--- config.mk ---
export PLATFORM = sky130hd
export DESIGN_NAME = serv_bufreg2_arst
export DESIGN_NICKNAME = d
export VERILOG_FILES = /design/src/rtl/serv_bufreg2_arst.sv
export SDC_FILE = /design/constraint.sdc
export NUM_CORES = 1
export LEC_CHECK = 0
export CORE_ASPECT_RATIO = 1.2
export CORE_MARGIN = 2
export CORE_UTILIZATION = 30
export CTS_CLUSTER_DIAMETER = 150
export DETAILED_ROUTE_END_ITERATION = 10
export MAX_ROUTING_LAYER = met4
export PLACE_DENSITY = 0.71
export SLEW_MARGIN = 20
export SYNTH_ARGS = -nofsm -noshare
export SYNTH_HDL_FRONTEND = slang
export SYNTH_SLANG_ARGS = --single-unit
--- constraint.sdc ---
create_clock -name i_clk -period 1.4 [get_ports i_clk]
set_input_delay 0.35 -clock i_clk [delete_from_list [all_inputs] [get_ports i_clk]]
set_output_delay 0.35 -clock i_clk [all_outputs]
set_load 0.005 [all_outputs]
--- src/rtl/serv_bufreg2_arst.sv ---
// serv_bufreg2_arst: SERV second buffer register (store shift-in, load serial-out, shift-amount down-counter)
module serv_bufreg2_arst (
    input  logic        i_clk,
    input  logic        i_rst_n,
    input  logic        i_en,
    input  logic        i_init,
    input  logic        i_cnt_done,
    input  logic [1:0]  i_lsb,
    input  logic        i_byte_valid,
    output logic        o_sh_done,
    output logic        o_sh_done_r,
    input  logic        i_op_b_sel,
    input  logic        i_shift_op,
    input  logic        i_rs2,
    input  logic        i_imm,
    output logic        o_op_b,
    output logic        o_q,
    output logic [31:0] o_dat,
    input  logic        i_load,
    input  logic [31:0] i_dat
);
    logic [31:0] dat_q, dat_d;
    logic [5:0]  shamt;
    // Bits [29:24] double as the shift counter; bit 29 is cleared at the end of the init phase of a shift
    always_comb begin
        o_op_b = i_op_b_sel ? i_rs2 : i_imm;
        shamt  = (i_shift_op & !i_init) ? dat_q[29:24] - 6'd1
                                        : {dat_q[30] & !(i_shift_op & i_cnt_done), dat_q[29:25]};
        dat_d  = i_load ? i_dat
               : (i_shift_op | (i_en & i_byte_valid)) ? {o_op_b, dat_q[31], shamt, dat_q[24:1]}
               : dat_q;
    end
    always_ff @(posedge i_clk or negedge i_rst_n) begin
        if (!i_rst_n) dat_q <= '0;
        else          dat_q <= dat_d;
    end
    assign o_sh_done   = shamt[5];
    assign o_sh_done_r = dat_q[29];
    assign o_q         = dat_q[{i_lsb, 3'b000}];
    assign o_dat       = dat_q;
endmodule

## Yosys cells after proc, flatten, opt, wreduce, memory -nomap -nowiden

Cells that the tools add are included.

| storage, ports and cells | value |
|---|---|
| word-level logic and storage cells | 17 |
| register bits | 32 |

| cells by class | value |
|---|---|
| reduce and logical (&&, ||, !) cells | 3 |
| order comparisons | 1 |
| add/subtract/negate cells | 1 |
| bitwise gates (word level) | 5 |
| muxes and demuxes | 6 |

Operators with widths:

| kind | count |
|---|---|
| 2-to-1 mux 32 bit | 2 |
| less-than comparator 5 x 6 -> 1 bit, second input constant | 1 |
| 2-to-1 mux 6 bit | 1 |
| subtractor 6 x 1 -> 6 bit, second input constant | 1 |
| bitwise AND 1 bit | 4 |
| binary-select mux 1 bit (select 2 bit) | 1 |
| logical NOT 1 bit | 2 |
| 2-to-1 mux 1 bit | 2 |
| nonzero test 2 bit | 1 |
| OR 1 bit | 1 |

## Logic depth before layout (Yosys ltp)

| logic depth | value |
|---|---|
| word-level depth | 6 |
| depth in mapped cells | 6 |

## Worst setup path before layout

Ideal clock, no wire load.

| timing path | value |
|---|---|
| kind | reg-to-output |
| start | reg dat_q[26] (netlist: o_dat[26]) |
| end | out o_sh_done |
| arrival time | 1227 ps |
| cell stages (with the launch flop) | 5 |
| slack | -177 ps |
| path buffers | 0 |
| cell sequence | dfrtp_1 > or3_4 > nor3_4 > xnor2_1 > o21ai_0 |

| between the ends | value |
|---|---|
| word-level cells in the longest chain between the ends | 2 |

RTL lines:

| item | line | RTL |
|---|---|---|
| start: declaration | 22 | `logic [31:0] dat_q, dat_d;` |
| start signal: assignment | 35 | `else dat_q <= dat_d;` |
| subtractor 6 x 1 -> 6 bit | 27 | `shamt = (i_shift_op & !i_init) ? dat_q[29:24] - 6'd1` |
| 2-to-1 mux 6 bit | 27 |  |
| end: declaration | 10 | `output logic o_sh_done,` |

Every way passes these cells.

## Final worst setup path

| timing path | value |
|---|---|
| start | reg dat_q[24] (netlist: o_dat[24]) |
| end | out o_sh_done |

Same word-level chain as after synthesis.

==> impl_metrics.json <==
{
  "timing.rr.end": "o_dat[28]",
  "antenna_found_initial": 0,
  "layout-drive-gt1-share_pct": 31.1,
  "num_vias": 1769,
  "ys_warn_count": 0,
  "die-area_sq_um": 6200,
  "tns_ns": -1.47,
  "area_growth_pct": 90.5,
  "final_cells": 371,
  "worst_ep_required_time_ns": 1.05,
  "crit_fanout": 2,
  "drt-wirelength-per-cell_um": 14.0,
  "ys_ff_latch": 32,
  "totalWireLength_um": 5190,
  "grt_pass1_wl_um": 8370,
  "root_buffer": "clkbuf_8",
  "worstHoldStart": "i_load",
  "synthTopCellsByArea": "dfrtp_1 (48%), mux2i_1 (15%), o21ai_0 (9.0%)",
  "hold_viol": 0,
  "clock.fmax_mhz": 526,
  "path_delay_family": "simple AND/OR/NAND/NOR gates",
  "numCtsBuffers": 5,
  "clkTransAtPathRegs_ns": 0.07,
  "synthTopCellsByCount": "nand2_1 (34), dfrtp_1 (32), o21ai_0 (30)",
  "io_buffers": 80,
  "cpPeakStageDelay_ns": 0.41,
  "critPathLaunchType": "flip-flop",
  "route.detailed.drc": 0,
  "status": "finished with violations",
  "whs_path_depth": 2,
  "synthFlopType": "dfrtp_1",
  "violations": "setup timing",
  "place_inst": 329,
  "yosys.area.top_type_share_pct": 47.8,
  "crit_buf_inv": 1,
  "hold_path.class": "in2reg",
  "place.gp.congestion": 0.705,
  "grt_max_degree": 29,
  "endpoint_kind": "output pin",
  "ys_types": 31,
  "yosysTopAreaCell": "dfrtp_1",
  "die_w_um": 72.2,
  "pre_cts_ws_ns": -0.762,
  "drtPass1Iterations": 4,
  "diodes": 0,
  "initial_utilization_pct": 31.4,
  "clkLatencyLatePin_ns": 0.28,
  "grt_pass1_vias": 1821,
  "via_per_inst": 4.77,
  "critPathSlowestCell": "or3_4",
  "netlist_instances": 172,
  "fin_crit_sh_pct": 136,
  "drt_iter0_drc": 101,
  "synth_nets": 218,
  "dp_hpwl_um": 3420,
  "synth.most_common_cell": "nand2_1",
  "rrSetupSlack_ns": -0.26,
  "drv_slew": 0,
  "post-route-min-period_ns": 1.90,
  "path_class": "reg2out",
  "slew_headroom_pct": 73.7,
  "tightest_slew_ns": 0.394,
  "setup_viol": 5,
  "ys_seq_area_share_pct": 47.8,
  "ios": 81,
  "grt_overflow": 0,
  "htree_levels": 2,
  "crit_chain": "or3_4 -> nor3_4 -> xnor2_2 -> o21ai_1 -> buf_2",
  "core.rowCount": 29,
  "largest_reg_flops": 32,
  "synth.avg_cell_area_sq_um": 9.73,
  "powerDensity_nw_per_um2": 868,
  "nNetsFinal": 355,
  "clk_path_buf_depth": 2,
  "final_antenna_net_count": 0,
  "core_sq_um": 5330,
  "grt_usage_pct": 17.8,
  "syn_area_sq_um": 1670,
  "ff2ff_path_depth": 8,
  "fin_skew_ns": 0.00453,
  "crit_arrival_ns": 1.55,
  "cts_tree": "built",
  "die_h_um": 85.8,
  "rsz0062_at_grt": "yes",
  "cts_sinks": 32,
  "setup_ws_ns": -0.502,
  "r2r-start": "o_dat[25]",
  "hold_end": "o_dat[27]",
  "ys_async_sr_fraction_pct": 100,
  "synth_edf_count": 0,
  "utilization_pct": 59.8,
  "ir_drop_uv": 494,
  "maxCapViolations": 0,
  "total_power_w": 0.00277,
  "p_leak_nw": 1.54
}
[cell type report]
class | count | area [sq um]
Tap cell | 62 | 77.6
Clock inverter | 1 | 5.00
Timing Repair Buffer | 141 | 1320
Sequential cell | 32 | 801
Fill cell | 470 | 2140
Multi-Input combinational cell | 125 | 895
Inverter | 4 | 17.5
Clock buffer | 6 | 72.6
[placed cells by master (no fill, tap or decap), types with 3 or more instances in the layout]
master	n
clkbuf_8	5
buf_4	44
dfrtp_1	32
mux2i_1	23
dlygate4sd2_1	30
buf_12	3
buf_6	16
clkdlybuf4s50_1	35
buf_2	4
nand2_1	33
nor2_1	5
clkbuf_2	3
o21ai_0	25
o21ai_1	5
a21oi_1	5
[metal layers]
layer	wire length, um	global-route usage (%)	vias to the layer above
met4	15	4.12	0
li1	-	-	872
met2	2860	31.4	47
met1	2070	20.4	848
met5	0	-	-
met3	250	3.76	2
[worst max path at each step]
stage	start	end	slack, ns	cells past startpoint
floorplan	o_dat[24]	o_dat[28]	-0.13	6
global placement	i_lsb[0]	o_q	-0.75	3
detailed placement	i_lsb[0]	o_q	-0.76	3
CTS	o_dat[26]	o_sh_done	-0.58	5
global route	o_dat[24]	o_sh_done	-0.59	5
finish	o_dat[24]	o_sh_done	-0.50	5
[repair_timing]
| action | in CTS | in global routing |
|---|---|---|
| buffers inserted | 29 | 5 |
| endpoints found under the hold margin | 12 | 0 |
| cloned | 2 | 0 |
| resized for setup | 82 | 27 |
| hold buffers | 1 | 0 |
| pin swaps | 7 | 3 |
| endpoints found under the setup margin | 66 | 20 |
[report_power, final]
group / total (W) / switching (W) / internal [W]
logic: 0.00101 / 0.000383 / 0.000630
clock network: 0.000664 / 0.000326 / 0.000338
registers: 0.00109 / 0.0000657 / 0.00103
[logic make-up (layout without fill, tap and decap cells)]
| kind of cell | after synthesis | in the layout | synth area share (%) |
|---|---|---|---|
| compound gates | 47 | 47 | 16.1 |
| xor+xnor | 4 | 4 | 2.09 |
| fa+ha+maj | 1 | 1 | 0.747 |
| buf+inv | 15 | 152 | 3.89 |
| flops | 32 | 32 | 47.8 |
| mux | 27 | 27 | 17.0 |
| simple gates | 46 | 46 | 12.3 |
[stage by stage]
step	hold slack [ns]	instance area, sq um
after floorplan	0.0544	1670
after global placement	0.296	2730
after detailed placement	0.297	2730
after CTS	0.433	3100
after global routing	0.482	3190
final	0.462	3190
No activity file was read; power rests on OpenSTA's default activity.
